==> config.mk <==
export PLATFORM = sky130hd
export DESIGN_NAME = game_frame_renderer
export DESIGN_NICKNAME = d
export VERILOG_FILES = /design/src/rtl/game_frame_renderer_pkg.sv /design/src/rtl/game_frame_renderer_vga_timing.sv /design/src/rtl/game_frame_renderer.sv
export SDC_FILE = /design/constraint.sdc
export NUM_CORES = 1
export LEC_CHECK = 0
export CAP_MARGIN = 10
export CORE_ASPECT_RATIO = 0.6
export CORE_MARGIN = 2
export CORE_UTILIZATION = 53
export CTS_BUF_LIST = sky130_fd_sc_hd__clkbuf_8
export DETAILED_ROUTE_END_ITERATION = 12
export GPL_TIMING_DRIVEN = 1
export PLACE_DENSITY = 0.86
export SLEW_MARGIN = 0
export SYNTH_ARGS = -nofsm -noshare
export SYNTH_HDL_FRONTEND = slang
export SYNTH_SLANG_ARGS = --single-unit
==> constraint.sdc <==
create_clock -name clk -period 3 [get_ports clk]
set_input_delay 0.6 -clock clk [delete_from_list [all_inputs] [get_ports clk]]
set_output_delay 0.6 -clock clk [all_outputs]
set_load 0.01 [all_outputs]
==> src/rtl/game_frame_renderer_pkg.sv <==
// Shared definitions for the game frame renderer: default VGA 640x480 timing,
// sprite/bullet sizes, HUD geometry, game-state encodings, the rgb_t pixel type
// with its colour constants, and the small signed hit-test helpers.
package game_frame_renderer_pkg;

    localparam int H_ACTIVE_DEF = 640;
    localparam int H_FP_DEF     = 16;
    localparam int H_SYNC_DEF   = 96;
    localparam int H_BP_DEF     = 48;
    localparam int V_ACTIVE_DEF = 480;
    localparam int V_FP_DEF     = 10;
    localparam int V_SYNC_DEF   = 2;
    localparam int V_BP_DEF     = 33;

    localparam int SPRITE_W_DEF = 32;
    localparam int BULLET_W_DEF = 8;

    // HP bar geometry: 3 segments of 16x8 with 4-px gaps, 8 px in from the edges.
    localparam int HP_MAX       = 3;
    localparam int HP_SEG_W     = 16;
    localparam int HP_SEG_H     = 8;
    localparam int HP_SEG_GAP   = 4;
    localparam int HUD_Y        = 8;
    localparam int HUD_MARGIN   = 8;
    localparam int HUD_SPAN     = HP_MAX * HP_SEG_W + (HP_MAX - 1) * HP_SEG_GAP;

    typedef enum logic [1:0] {
        ST_START = 2'b00,
        ST_PLAY  = 2'b01,
        ST_WIN   = 2'b10,
        ST_LOSE  = 2'b11
    } game_state_e;

    typedef struct packed {
        logic [7:0] r;
        logic [7:0] g;
        logic [7:0] b;
    } rgb_t;

    localparam rgb_t C_BLACK   = '{r: 8'h00, g: 8'h00, b: 8'h00};
    localparam rgb_t C_WHITE   = '{r: 8'hFF, g: 8'hFF, b: 8'hFF};
    localparam rgb_t C_RED     = '{r: 8'hFF, g: 8'h00, b: 8'h00};
    localparam rgb_t C_GREEN   = '{r: 8'h00, g: 8'hFF, b: 8'h00};
    localparam rgb_t C_BLUE    = '{r: 8'h00, g: 8'h00, b: 8'hFF};
    localparam rgb_t C_CYAN    = '{r: 8'h00, g: 8'hFF, b: 8'hFF};
    localparam rgb_t C_YELLOW  = '{r: 8'hFF, g: 8'hFF, b: 8'h00};
    localparam rgb_t C_MAGENTA = '{r: 8'hFF, g: 8'h00, b: 8'hFF};
    localparam rgb_t C_ORANGE  = '{r: 8'hFF, g: 8'hA5, b: 8'h00};

    // Per-frame copy of the game-control bus (hit points live in the top, HUD builds only).
    typedef struct packed {
        game_state_e state;
        logic [10:0] player_x;
        logic [10:0] enemy_x;
        logic [10:0] goodbullet_x;
        logic [10:0] badbullet_x;
        logic [9:0]  player_y;
        logic [9:0]  enemy_y;
        logic [9:0]  goodbullet_y;
        logic [9:0]  badbullet_y;
        logic        player_shield;
        logic        enemy_shield;
        logic        player_squat;
        logic        enemy_squat;
        logic        goodbullet_is_e;
        logic        badbullet_is_e;
    } snap_t;

    // All-zero is the START screen with every object at (0,0) and no flags set.
    localparam snap_t SNAP_RESET = '0;

    typedef struct packed {
        logic hud_lit;
        logic hud_lost;
        logic good_bullet;
        logic bad_bullet;
        logic player;
        logic player_ring;
        logic enemy;
        logic enemy_ring;
    } hits_t;

    typedef struct packed {
        logic hsync;
        logic vsync;
        logic active;
        logic frame_start;
    } sync_t;

    localparam sync_t SYNC_IDLE = '{hsync: 1'b1, vsync: 1'b1, active: 1'b0, frame_start: 1'b0};

    function automatic logic signed [11:0] sext11(input logic [10:0] a);
        return {a[10], a};
    endfunction

    function automatic logic signed [11:0] sext10(input logic [9:0] a);
        return {{2{a[9]}}, a};
    endfunction

    // p in [lo, lo+len), all signed 12-bit so negative origins clip naturally.
    function automatic logic in_span(input logic signed [11:0] p,
                                     input logic signed [11:0] lo,
                                     input logic signed [11:0] len);
        return (p >= lo) && (p < lo + len);
    endfunction

endpackage

==> src/rtl/game_frame_renderer_vga_timing.sv <==
// VGA timing generator (pipeline stage 1) for the game frame renderer.
// Ports:
//   clk, rst_n          pixel clock, asynchronous active-low reset
//   h, v                current pixel/line counters (h 0..H_TOTAL-1, v 0..V_TOTAL-1)
//   hsync, vsync        active-low syncs decoded from the counters (unregistered)
//   active              1 inside the visible area
//   frame_start         1 at counter (0, V_ACTIVE): the per-frame snapshot point
module game_frame_renderer_vga_timing
    import game_frame_renderer_pkg::*;
#(
    parameter int H_ACTIVE = H_ACTIVE_DEF,
    parameter int H_FP     = H_FP_DEF,
    parameter int H_SYNC   = H_SYNC_DEF,
    parameter int H_BP     = H_BP_DEF,
    parameter int V_ACTIVE = V_ACTIVE_DEF,
    parameter int V_FP     = V_FP_DEF,
    parameter int V_SYNC   = V_SYNC_DEF,
    parameter int V_BP     = V_BP_DEF
) (
    input  logic       clk,
    input  logic       rst_n,
    output logic [9:0] h,
    output logic [9:0] v,
    output logic       hsync,
    output logic       vsync,
    output logic       active,
    output logic       frame_start
);

    localparam logic [9:0] H_LAST    = 10'(H_ACTIVE + H_FP + H_SYNC + H_BP - 1);
    localparam logic [9:0] V_LAST    = 10'(V_ACTIVE + V_FP + V_SYNC + V_BP - 1);
    localparam logic [9:0] H_ACT     = 10'(H_ACTIVE);
    localparam logic [9:0] V_ACT     = 10'(V_ACTIVE);
    localparam logic [9:0] HS_FIRST  = 10'(H_ACTIVE + H_FP);
    localparam logic [9:0] HS_END    = 10'(H_ACTIVE + H_FP + H_SYNC);
    localparam logic [9:0] VS_FIRST  = 10'(V_ACTIVE + V_FP);
    localparam logic [9:0] VS_END    = 10'(V_ACTIVE + V_FP + V_SYNC);

    // NOTE: clocked state uses non-blocking (<=) so every register samples
    // pre-edge values; blocking here would create order-dependent races.
    always_ff @(posedge clk or negedge rst_n) begin
        if (!rst_n) begin
            h <= '0;
            v <= '0;
        end else if (h == H_LAST) begin
            h <= '0;
            v <= (v == V_LAST) ? '0 : v + 10'd1;
        end else begin
            h <= h + 10'd1;
        end
    end

    assign hsync       = !((h >= HS_FIRST) && (h < HS_END));
    assign vsync       = !((v >= VS_FIRST) && (v < VS_END));
    assign active      = (h < H_ACT) && (v < V_ACT);
    assign frame_start = (h == 10'd0) && (v == V_ACT);

endmodule

==> src/rtl/game_frame_renderer.sv <==
// Game frame renderer: VGA timing plus sprite compositor between game control
// and the VGA DAC. Inputs are snapshotted once per frame at counter (0, V_ACTIVE)
// so a frame never tears. Pipeline: counter -> hit-test -> colour; every output
// (syncs, blank, RGB, frame_start) shows counter (h,v) two cycles later.
// Ports:
//   clk, rst_n                       25 MHz pixel clock, async active-low reset
//   i_state                          00 START, 01 PLAY, 10 WIN, 11 LOSE
//   i_*_x (11b signed), i_*_y (10b signed)  top-left of player/enemy/bullets
//   i_player_hp, i_enemy_hp          hit points 0..3 (HUD builds only)
//   i_*_shield, i_*_squat            sprite modifiers
//   i_goodbullet_isE, i_badbullet_isE  bullet exists
//   o_hsync, o_vsync                 active-low syncs
//   o_blank_n                        1 = active video
//   o_r, o_g, o_b                    pixel colour (0 while blanked)
//   o_frame_start                    1-cycle pulse for the snapshot point
// Configuration: define HUD_HP_BAR_EN to draw the HP bars on the PLAY screen.
module game_frame_renderer
    import game_frame_renderer_pkg::*;
#(
    parameter int H_ACTIVE = H_ACTIVE_DEF,
    parameter int H_FP     = H_FP_DEF,
    parameter int H_SYNC   = H_SYNC_DEF,
    parameter int H_BP     = H_BP_DEF,
    parameter int V_ACTIVE = V_ACTIVE_DEF,
    parameter int V_FP     = V_FP_DEF,
    parameter int V_SYNC   = V_SYNC_DEF,
    parameter int V_BP     = V_BP_DEF,
    parameter int SPRITE_W = SPRITE_W_DEF,
    parameter int BULLET_W = BULLET_W_DEF
) (
    input  logic        clk,
    input  logic        rst_n,
    input  logic [1:0]  i_state,
    input  logic [10:0] i_player_x,
    input  logic [10:0] i_enemy_x,
    input  logic [10:0] i_goodbullet_x,
    input  logic [10:0] i_badbullet_x,
    input  logic [9:0]  i_player_y,
    input  logic [9:0]  i_enemy_y,
    input  logic [9:0]  i_goodbullet_y,
    input  logic [9:0]  i_badbullet_y,
    input  logic [1:0]  i_player_hp,
    input  logic [1:0]  i_enemy_hp,
    input  logic        i_player_shield,
    input  logic        i_enemy_shield,
    input  logic        i_player_squat,
    input  logic        i_enemy_squat,
    input  logic        i_goodbullet_isE,
    input  logic        i_badbullet_isE,
    output logic        o_hsync,
    output logic        o_vsync,
    output logic        o_blank_n,
    output logic [7:0]  o_r,
    output logic [7:0]  o_g,
    output logic [7:0]  o_b,
    output logic        o_frame_start
);

    localparam logic signed [11:0] SPR_W  = 12'(SPRITE_W);
    localparam logic signed [11:0] SPR_H2 = 12'(SPRITE_W / 2);
    localparam logic signed [11:0] BUL_W  = 12'(BULLET_W);

    // ---------------- stage 1: counters and sync decode ----------------
    logic [9:0] h, v;
    logic       t_hsync, t_vsync, t_active, frame_start;
    sync_t      sync_d, sync_q;

    game_frame_renderer_vga_timing #(
        .H_ACTIVE (H_ACTIVE), .H_FP (H_FP), .H_SYNC (H_SYNC), .H_BP (H_BP),
        .V_ACTIVE (V_ACTIVE), .V_FP (V_FP), .V_SYNC (V_SYNC), .V_BP (V_BP)
    ) u_timing (
        .clk         (clk),
        .rst_n       (rst_n),
        .h           (h),
        .v           (v),
        .hsync       (t_hsync),
        .vsync       (t_vsync),
        .active      (t_active),
        .frame_start (frame_start)
    );

    assign sync_d = '{hsync: t_hsync, vsync: t_vsync, active: t_active, frame_start: frame_start};

    // ---------------- per-frame snapshot ----------------
    snap_t snap;

    always_ff @(posedge clk or negedge rst_n) begin
        if (!rst_n) begin
            snap <= SNAP_RESET;
        end else if (frame_start) begin
            snap <= '{state:           game_state_e'(i_state),
                      player_x:        i_player_x,
                      enemy_x:         i_enemy_x,
                      goodbullet_x:    i_goodbullet_x,
                      badbullet_x:     i_badbullet_x,
                      player_y:        i_player_y,
                      enemy_y:         i_enemy_y,
                      goodbullet_y:    i_goodbullet_y,
                      badbullet_y:     i_badbullet_y,
                      player_shield:   i_player_shield,
                      enemy_shield:    i_enemy_shield,
                      player_squat:    i_player_squat,
                      enemy_squat:     i_enemy_squat,
                      goodbullet_is_e: i_goodbullet_isE,
                      badbullet_is_e:  i_badbullet_isE};
        end
    end

    // ---------------- stage 2: hit tests ----------------
    logic signed [11:0] px, py;
    logic signed [11:0] player_top, player_hgt, enemy_top, enemy_hgt;
    logic signed [11:0] player_x, enemy_x;
    logic               player_body, player_inner, enemy_body, enemy_inner;
    logic               hud_lit, hud_lost;
    hits_t              hits_d, hits_q;

    assign px = signed'({2'b00, h});
    assign py = signed'({2'b00, v});

    // Squatting halves the box and keeps its bottom edge where it was.
    assign player_x   = sext11(snap.player_x);
    assign player_top = snap.player_squat ? sext10(snap.player_y) + SPR_H2 : sext10(snap.player_y);
    assign player_hgt = snap.player_squat ? SPR_H2 : SPR_W;
    assign enemy_x    = sext11(snap.enemy_x);
    assign enemy_top  = snap.enemy_squat ? sext10(snap.enemy_y) + SPR_H2 : sext10(snap.enemy_y);
    assign enemy_hgt  = snap.enemy_squat ? SPR_H2 : SPR_W;

    assign player_body  = in_span(px, player_x, SPR_W) && in_span(py, player_top, player_hgt);
    assign enemy_body   = in_span(px, enemy_x, SPR_W) && in_span(py, enemy_top, enemy_hgt);
    // The shield ring is whatever of the box lies outside a box shrunk by 2 px per side.
    assign player_inner = in_span(px, player_x + 12'sd2, SPR_W - 12'sd4)
                       && in_span(py, player_top + 12'sd2, player_hgt - 12'sd4);
    assign enemy_inner  = in_span(px, enemy_x + 12'sd2, SPR_W - 12'sd4)
                       && in_span(py, enemy_top + 12'sd2, enemy_hgt - 12'sd4);

`ifdef HUD_HP_BAR_EN
    localparam int HUD_ENEMY_X = H_ACTIVE - HUD_MARGIN - HUD_SPAN;

    logic [1:0] player_hp, enemy_hp;

    always_ff @(posedge clk or negedge rst_n) begin
        if (!rst_n) begin
            player_hp <= 2'd3;
            enemy_hp  <= 2'd3;
        end else if (frame_start) begin
            player_hp <= i_player_hp;
            enemy_hp  <= i_enemy_hp;
        end
    end

    // Segment i (from the left) is lit while i < hp, otherwise drawn as lost.
    always_comb begin
        hud_lit  = 1'b0;
        hud_lost = 1'b0;
        for (int i = 0; i < HP_MAX; i++) begin
            if (in_span(py, 12'(HUD_Y), 12'(HP_SEG_H))) begin
                if (in_span(px, 12'(HUD_MARGIN + i * (HP_SEG_W + HP_SEG_GAP)), 12'(HP_SEG_W))) begin
                    if (2'(i) < player_hp) hud_lit = 1'b1;
                    else                   hud_lost = 1'b1;
                end
                if (in_span(px, 12'(HUD_ENEMY_X + i * (HP_SEG_W + HP_SEG_GAP)), 12'(HP_SEG_W))) begin
                    if (2'(i) < enemy_hp) hud_lit = 1'b1;
                    else                  hud_lost = 1'b1;
                end
            end
        end
    end
`else
    logic unused_hp;
    assign unused_hp = ^{i_player_hp, i_enemy_hp};
    assign hud_lit   = 1'b0;
    assign hud_lost  = 1'b0;
`endif

    always_comb begin
        // NOTE: every always_comb output gets a default first so no path
        // leaves it unassigned, which would infer a latch.
        hits_d             = '0;
        hits_d.hud_lit     = hud_lit;
        hits_d.hud_lost    = hud_lost;
        hits_d.good_bullet = snap.goodbullet_is_e
                          && in_span(px, sext11(snap.goodbullet_x), BUL_W)
                          && in_span(py, sext10(snap.goodbullet_y), BUL_W);
        hits_d.bad_bullet  = snap.badbullet_is_e
                          && in_span(px, sext11(snap.badbullet_x), BUL_W)
                          && in_span(py, sext10(snap.badbullet_y), BUL_W);
        hits_d.player      = player_body;
        hits_d.player_ring = player_body && !player_inner && snap.player_shield;
        hits_d.enemy       = enemy_body;
        hits_d.enemy_ring  = enemy_body && !enemy_inner && snap.enemy_shield;
    end

    always_ff @(posedge clk or negedge rst_n) begin
        if (!rst_n) begin
            hits_q <= '0;
            sync_q <= SYNC_IDLE;
        end else begin
            hits_q <= hits_d;
            sync_q <= sync_d;
        end
    end

    // ---------------- stage 3: colour mux and output registers ----------------
    rgb_t pix_d;

    always_comb begin
        pix_d = C_BLACK;
        case (snap.state)
            ST_START: pix_d = C_BLUE;
            ST_WIN:   pix_d = C_GREEN;
            ST_LOSE:  pix_d = C_RED;
            default: begin
                if      (hits_q.hud_lit)     pix_d = C_GREEN;
                else if (hits_q.hud_lost)    pix_d = C_RED;
                else if (hits_q.good_bullet) pix_d = C_YELLOW;
                else if (hits_q.bad_bullet)  pix_d = C_MAGENTA;
                else if (hits_q.player)      pix_d = hits_q.player_ring ? C_CYAN : C_WHITE;
                else if (hits_q.enemy)       pix_d = hits_q.enemy_ring ? C_CYAN : C_ORANGE;
            end
        endcase
        if (!sync_q.active) pix_d = C_BLACK;
    end

    always_ff @(posedge clk or negedge rst_n) begin
        if (!rst_n) begin
            o_hsync       <= 1'b1;
            o_vsync       <= 1'b1;
            o_blank_n     <= 1'b0;
            o_frame_start <= 1'b0;
            o_r           <= '0;
            o_g           <= '0;
            o_b           <= '0;
        end else begin
            o_hsync       <= sync_q.hsync;
            o_vsync       <= sync_q.vsync;
            o_blank_n     <= sync_q.active;
            o_frame_start <= sync_q.frame_start;
            o_r           <= pix_d.r;
            o_g           <= pix_d.g;
            o_b           <= pix_d.b;
        end
    end

endmodule

==> results of run 1 <==
flip-flops by register name, indices dropped and copies added (netlist names), 2 cells and up:
| name | count |
|---|---|
| u_timing.v | 10 |
| u_timing.h | 10 |
| o_g | 2 |
| hits_q | 6 |
| enemy_x | 11 |
| player_x | 11 |
| snap | 70 |
| sync_q | 4 |
stage by stage:
| step | hold WS, ns | util | instances | setup TNS, ns |
|---|---|---|---|---|
| 5_1_grt | 0.174 | 0.689 | 1913 | -0.975 |
| 2_1_floorplan | 0.304 | - | 1349 | -0.191 |
| 6_report | 0.121 | 0.689 | 1913 | -0.577 |
| 3_5_place_dp | 0.335 | 0.658 | 1871 | -0.642 |
| 4_1_cts | 0.150 | 0.679 | 1908 | -0.543 |
| 3_3_place_gp | 0.332 | 0.658 | 1871 | -0.345 |
synth_stat cells, types with 7 or more instances:
library cell  number
buf_2             10
a31oi_1           11
nand2b_1          16
clkbuf_1          14
ha_1             226
inv_1            117
a2111oi_0          7
o21ai_0          122
and3_1            13
o211ai_1          12
o21a_1            19
nor4_1            13
o31ai_1            7
nand4_1           25
nor3_1            22
buf_4             20
nand2_1          119
a21oi_1           59
xor2_1            28
nand3_1           39
xnor2_1           76
a21o_1            21
mux2_2            28
a211oi_1          14
nor2_1            62
nor2b_1           16
dfrtp_1          126
critical path, cell delays in order (launching register included):
cell and delay (ns):
dfrtp_1 0.43, ha_4 0.29, mux2_4 0.16, inv_2 0.04, or3_4 0.38, xor2_4 0.18, and3_4 0.21, nand3b_1 0.12
xnor2_1 0.16, ha_1 0.35, o2111ai_2 0.08, o21ai_1 0.09, nor2_1 0.12, o31ai_2 0.09, and3_1 0.18, nor3_2 0.14
o32ai_1 0.08, and3_1 0.15
worst paths after layout:
kind                            endpoint  slack [ns]  cells past startpoint
min in group clk           o_frame_start        0.35                      0
max reg2reg                    hits_q[2]       -0.34                     17
max in group asynchronous       snap[20]        2.21                      2
max                            hits_q[2]       -0.34                     17
min                           enemy_x[6]        0.12                      1
min reg2reg                o_frame_start        0.35                      0
what timing repair did:
action,4_1_cts,5_1_grt
buffers inserted,5,5
gates cloned,0,0
endpoints found under the setup margin,3,5
pin swaps,14,20
resized for setup,9,38
area by class of cell:
type / count / area (um^2) / share of cell area
Timing Repair Buffer: 272 / 2420 / 0.158
Sequential cell: 130 / 3260 / 0.213
Clock inverter: 15 / 144 / 0.00940
Inverter: 118 / 443 / 0.0289
Tap cell: 308 / 385 / 0.0252
Clock buffer: 17 / 234 / 0.0153
Multi-Input combinational cell: 1053 / 8420 / 0.550
metal layers:
layer,global-route usage,vias to the layer above,share of wire
met2,0.444,502,0.43
met4,0.0882,0,0.022
met3,0.0703,78,0.087
met1,0.409,5304,0.47
met5,0,-,0
li1,-,5296,-
cell families (layout without fill, tap and decap cells):
logic type / after synthesis / in the layout / share of synthesized area
AO/OA/AOI/OAI: 320 / 320 / 0.167
XOR/XNOR: 111 / 111 / 0.0865
adder cells (fa/ha/maj): 226 / 226 / 0.234
buffers and inverters: 166 / 422 / 0.0599
flip-flops: 130 / 130 / 0.269
multiplexers: 32 / 32 / 0.0308
AND/OR/NAND/NOR: 364 / 364 / 0.153
power breakdown:
group / internal, mW / total [mW] / leakage (nW) / switching, mW
registers: 1.75 / 1.75 / 1.44 / 0
clock network: 0.729 / 1.54 / 0.191 / 0.812
logic: 0.111 / 0.165 / 5.83 / 0.0534
==> out/metrics.yaml, run 1 <==
status: "complete, but fails checks"
violations: "negative setup slack"
synth.area.top_cells: "dfrtp_1, ha_1, xnor2_1, o21ai_0, nand2_1"
vdd_drop_max_v: 0.000273
cts.clk_slew.worst_paths_ns: 0.09
synth_warnings: 0
syn_to_final_growth_pct: 26.5
setup.worst_path.start_class: "flop"
mostFrequentLayoutCell: "ha_1"
clock.fmax_mhz: 299
final_area_um2: 15300
dp_hpwl_um: 26700
worst_pin_slew_ns: 0.817
fin_total_pwr_mw: 3.46
skew_ns: 0.0127
startpoint: "snap[40]"
routed_wl_um: 34800
regToRegStartpoint: "snap[40]"
port-buffer-count: 121
fin_crit_sh: 1.11
rows: 42
post-place-ws_ns: -0.337
async_flop_share: 1.00
synth_seq_cells: 130
timing.final.hold_violations: 0
synth.distinct_cells: 79
die_h_um: 121
post-route-drc-count: 0
initial_core_util: 0.545
hp-class: "in2async"
vias: 11200
setup_ws_ns: -0.343
grt_antenna_before_repair: 0
period_needed_ns: 3.34
netlist.area_leader.share: 0.260
ios: 126
wl_per_cell_um: 18.2
setup_violations: 3
grtUsageTotal: 0.291
nFillCells: 1720
synth_flop_cell: "dfrtp_1"
grt_pass1_vias: 11100
power_density_nw_per_um2: 226
cts_buffers: 17
dieArea_um2: 24100
finalNetCount: 1916
synth_nets: 1673
cp_data_arrival_time_ns: 3.72
synth-edff-count: 0
cts_buffer_depth: 2
antennaDiodeCount: 0
grt_pass1_wl_um: 55100
grt_max_degree: 70
core_area_um2: 22200
final_cell_mix: "ha_1, buf_4, dfrtp_1, clkdlybuf4s50_1, nand2_1"
firstDrtPassIters: 6
syn_area_per_cell_um2: 8.97
drive_above_1_share: 0.184
ant_nets: 0
maxCapViolCount: 0
worstPathMaxFanout: 3
postCtsHoldBufs: 0
viasPerCell: 5.84
required_ns: 3.38
cts_htree_levels: 4
tritoncts: "built"
power_leakage_nw: 7.46
die_x_um: 199
yosysTopAreaCell: "dfrtp_1"
slew_headroom: 0.448
clockRootBuffer: "clkbuf_8"
synth_area_um2: 12100
slew_viol_final: 0
criticalPathCategory: "reg2reg"
gp_congestion: 0.931
drt-initial-drc-count: 806
clkLatencyLatePin_ns: 0.48
ys_seq_area_frac: 0.269
syn_inst: 1349
rsz0062_at_grt: "yes"
grt-ovfl-total: 0
clkSinkCount: 130
crit_path_end_kind: "flop"
dpl_cell_area_um2: 14600
(Power assumes the default switching activity.)
==> run 2: changes to the inputs <==
Settings changed: CELL_PAD_IN_SITES_DETAIL_PLACEMENT set to 1, CELL_PAD_IN_SITES_GLOBAL_PLACEMENT set to 1, CORE_UTILIZATION 53 to 47, DONT_BUFFER_PORTS set to 1, PLACE_DENSITY 0.86 to 0.88.
==> out/metrics.yaml, run 2 (same netlist as run 1, synthesis figures left out) <==
status: "complete, but fails checks"  # unchanged
violations: "negative hold slack, max-capacitance violations, max-slew violations, negative setup slack"  # was negative setup slack
routed_wl_um: 55400  # was 34800 um
largest_reg_flops: 70  # unchanged
rsz0062_at_grt: "yes"  # unchanged
grt_busiest_layer: "met2"  # unchanged
critical_path_buf_inv_count: 2  # was 1
tritoncts: "built"  # unchanged
slew_headroom: -0.230  # was 0.448
clkLatencyLatePin_ns: 0.56  # was 0.48 ns
dp_hpwl_um: 31300  # was 26700 um
vdd_drop_max_v: 0.000321  # was 0.000273 V
final_core_util: 0.573  # was 0.689
viasPerCell: 6.89  # was 5.84
power_leakage_nw: 7.13  # was 7.46 nW
slew_viol_final: 3  # was 0
final_area_um2: 14500  # was 15300 um^2
cp_cell_sequence: "ha_4 > mux2_4 > inv_2 > or3_4 > xor2_4 > and3_4 > nand3b_1 > xnor2_2 > ha_4 > inv_1 > o21ai_1 > nor2_1 > o31ai_2 > and3_1 > nor3_2 > o32ai_1 > and3_4"  # was ha_4 > mux2_4 > inv_2 > or3_4 > xor2_4 > and3_4 > nand3b_1 > xnor2_1 > ha_1 > o2111ai_2 > o21ai_1 > nor2_1 > o31ai_2 > and3_1 > nor3_2 > o32ai_1 > and3_1
port-buffer-count: 0  # was 121
firstDrtPassIters: 7  # was 6
gp_congestion: 0.916  # was 0.931
cts.clk_slew.worst_paths_ns: 0.12  # was 0.09 ns
setup_ws_ns: -1.03  # was -0.343 ns
fin_crit_sh: 1.34  # was 1.11
grt_max_degree: 131  # was 70
skew_ns: 0.0452  # was 0.0127 ns
power_density_nw_per_um2: 244  # was 226 nW/um^2
path_delay_family: "simple AND/OR/NAND/NOR gates"  # unchanged
clkSinkCount: 130  # unchanged
cp_slowest_cell: "dfrtp_2"  # was dfrtp_1
cts_buffer_depth: 2  # unchanged
grt_antenna_before_repair: 3  # was 0
syn_to_final_growth_pct: 19.7  # was 26.5%
post-place-ws_ns: -0.458  # was -0.337 ns
ios: 126  # unchanged
initial_core_util: 0.479  # was 0.545
dieArea_um2: 27100  # was 24100 um^2
setup_violations: 100  # was 3
maxCapViolCount: 1  # was 0
grt-ovfl-total: 0  # unchanged
grt_pass1_wl_um: 74500  # was 55100 um
dpl_cell_area_um2: 13300  # was 14600 um^2
grtUsageTotal: 0.364  # was 0.291
post-route-drc-count: 0  # unchanged
drive_above_1_share: 0.221  # was 0.184
hold_slack_ns: -0.266  # was 0.121 ns
use_met2: 0.563  # was 0.444
die_h_um: 128  # was 121 um
finalNetCount: 1804  # was 1916
criticalPathCategory: "reg2reg"  # unchanged
required_ns: 3.44  # was 3.38 ns
worstPathMaxFanout: 3  # unchanged
worst_pin_slew_ns: 1.83  # was 0.817 ns
die_x_um: 211  # was 199 um
use_met1: 0.448  # was 0.409
drt-initial-drc-count: 1468  # was 806
ant_nets: 0  # unchanged
setup.worst_path.start_class: "flop"  # unchanged
final_cell_mix: "ha_1, buf_4, dfrtp_1, nand2_1, inv_1"  # was ha_1, buf_4, dfrtp_1, clkdlybuf4s50_1, nand2_1
grt_pass1_vias: 12800  # was 11100
cts_buffers: 17  # unchanged
clockRootBuffer: "clkbuf_8"  # unchanged
period_needed_ns: 4.03  # was 3.34 ns
fin_total_pwr_mw: 3.54  # was 3.46 mW
largest_register: "snap"  # unchanged
cp_data_arrival_time_ns: 4.47  # was 3.72 ns
use_met3: 0.0995  # was 0.0703
vias: 12600  # was 11200
core_area_um2: 25300  # was 22200 um^2
crit_path_end_kind: "flop"  # unchanged
rows: 45  # was 42
crit_path_max_incr_delay_ns: 0.45  # was 0.43 ns
clock.fmax_mhz: 248  # was 299 MHz
wl_per_cell_um: 30.4  # was 18.2 um
timing.final.hold_violations: 129  # was 0
cts_htree_levels: 4  # unchanged
mostFrequentLayoutCell: "ha_1"  # unchanged
hp-class: "in2async"  # unchanged
-- run 2: cell types whose count changed in the layout (fill, tap and decap cells not counted), moves of 3 or more --
cell             delta
clkdlybuf4s50_1   -120
clkinv_4            +3
ha_4                +5
clkinv_2            -3
buf_4               +9
a2111oi_0           -4
clkinvlp_4          -3
ha_1                -6
xor2_1              -5
xor2_2              +3
o21ai_0             -3
-- run 2: final timing paths --
check / start / endpoint / slack (ns) / cells past startpoint
worst max register to register: snap[40] / hits_q[2] / -1.03 / 17
worst min register to register: sync_q[2] / o_vsync / 0.37 / 0
worst min-delay path: rst_n / o_blank_n / -0.27 / 0
worst max-delay path: snap[40] / hits_q[2] / -1.03 / 17
min in group clk: i_goodbullet_y[4] / snap[20] / 0.18 / 2
max in group asynchronous: rst_n / sync_q[3] / 2.94 / 0
-- run 2: where the power goes --
| group | total [mW] | leakage, nW | internal [mW] | switching (mW) |
|---|---|---|---|---|
| Combinational | 0.00126 | 5.48 | 0.00125 | 0 |
| Clock | 1.79 | 0.214 | 0.866 | 0.923 |
| Sequential | 1.75 | 1.43 | 1.75 | 0 |
| Total | 3.54 | 7.13 | 2.62 | 0.923 |
-- run 2: metal layers --
layer  vias up  share of wire
li1       5056              -
met1      6055           0.38
met2      1000           0.42
met3       435           0.11
met4         4          0.088
met5         -        0.00040
-- run 2: layout make-up --
type	instances	area, um^2
timing repair buffer	160	1260
antenna	1	2.50
fill	2827	10800
clock buffer	19	262
multi-input combinational	1053	8690
tap	329	412
sequential	130	3260
inverter	118	443
clock inverter	12	159
-- run 2: stage by stage --
stage	TNS, ns	cells
after floorplan	-0.191	1349
after global placement	-0.417	1761
after detailed placement	-1.17	1761
after CTS	-0.868	1811
after global routing	-61.76	1821
final	-71.15	1822
-- run 2: timing repair --
| action | in CTS | in global routing |
|---|---|---|
| resized for setup | 54 | 41 |
| endpoints found under the setup margin | 4 | 6 |
| pin swaps | 47 | 20 |
| gates cloned | 0 | 0 |
| setup buffers | 19 | 10 |
| hold endpoints to repair | 130 | 130 |
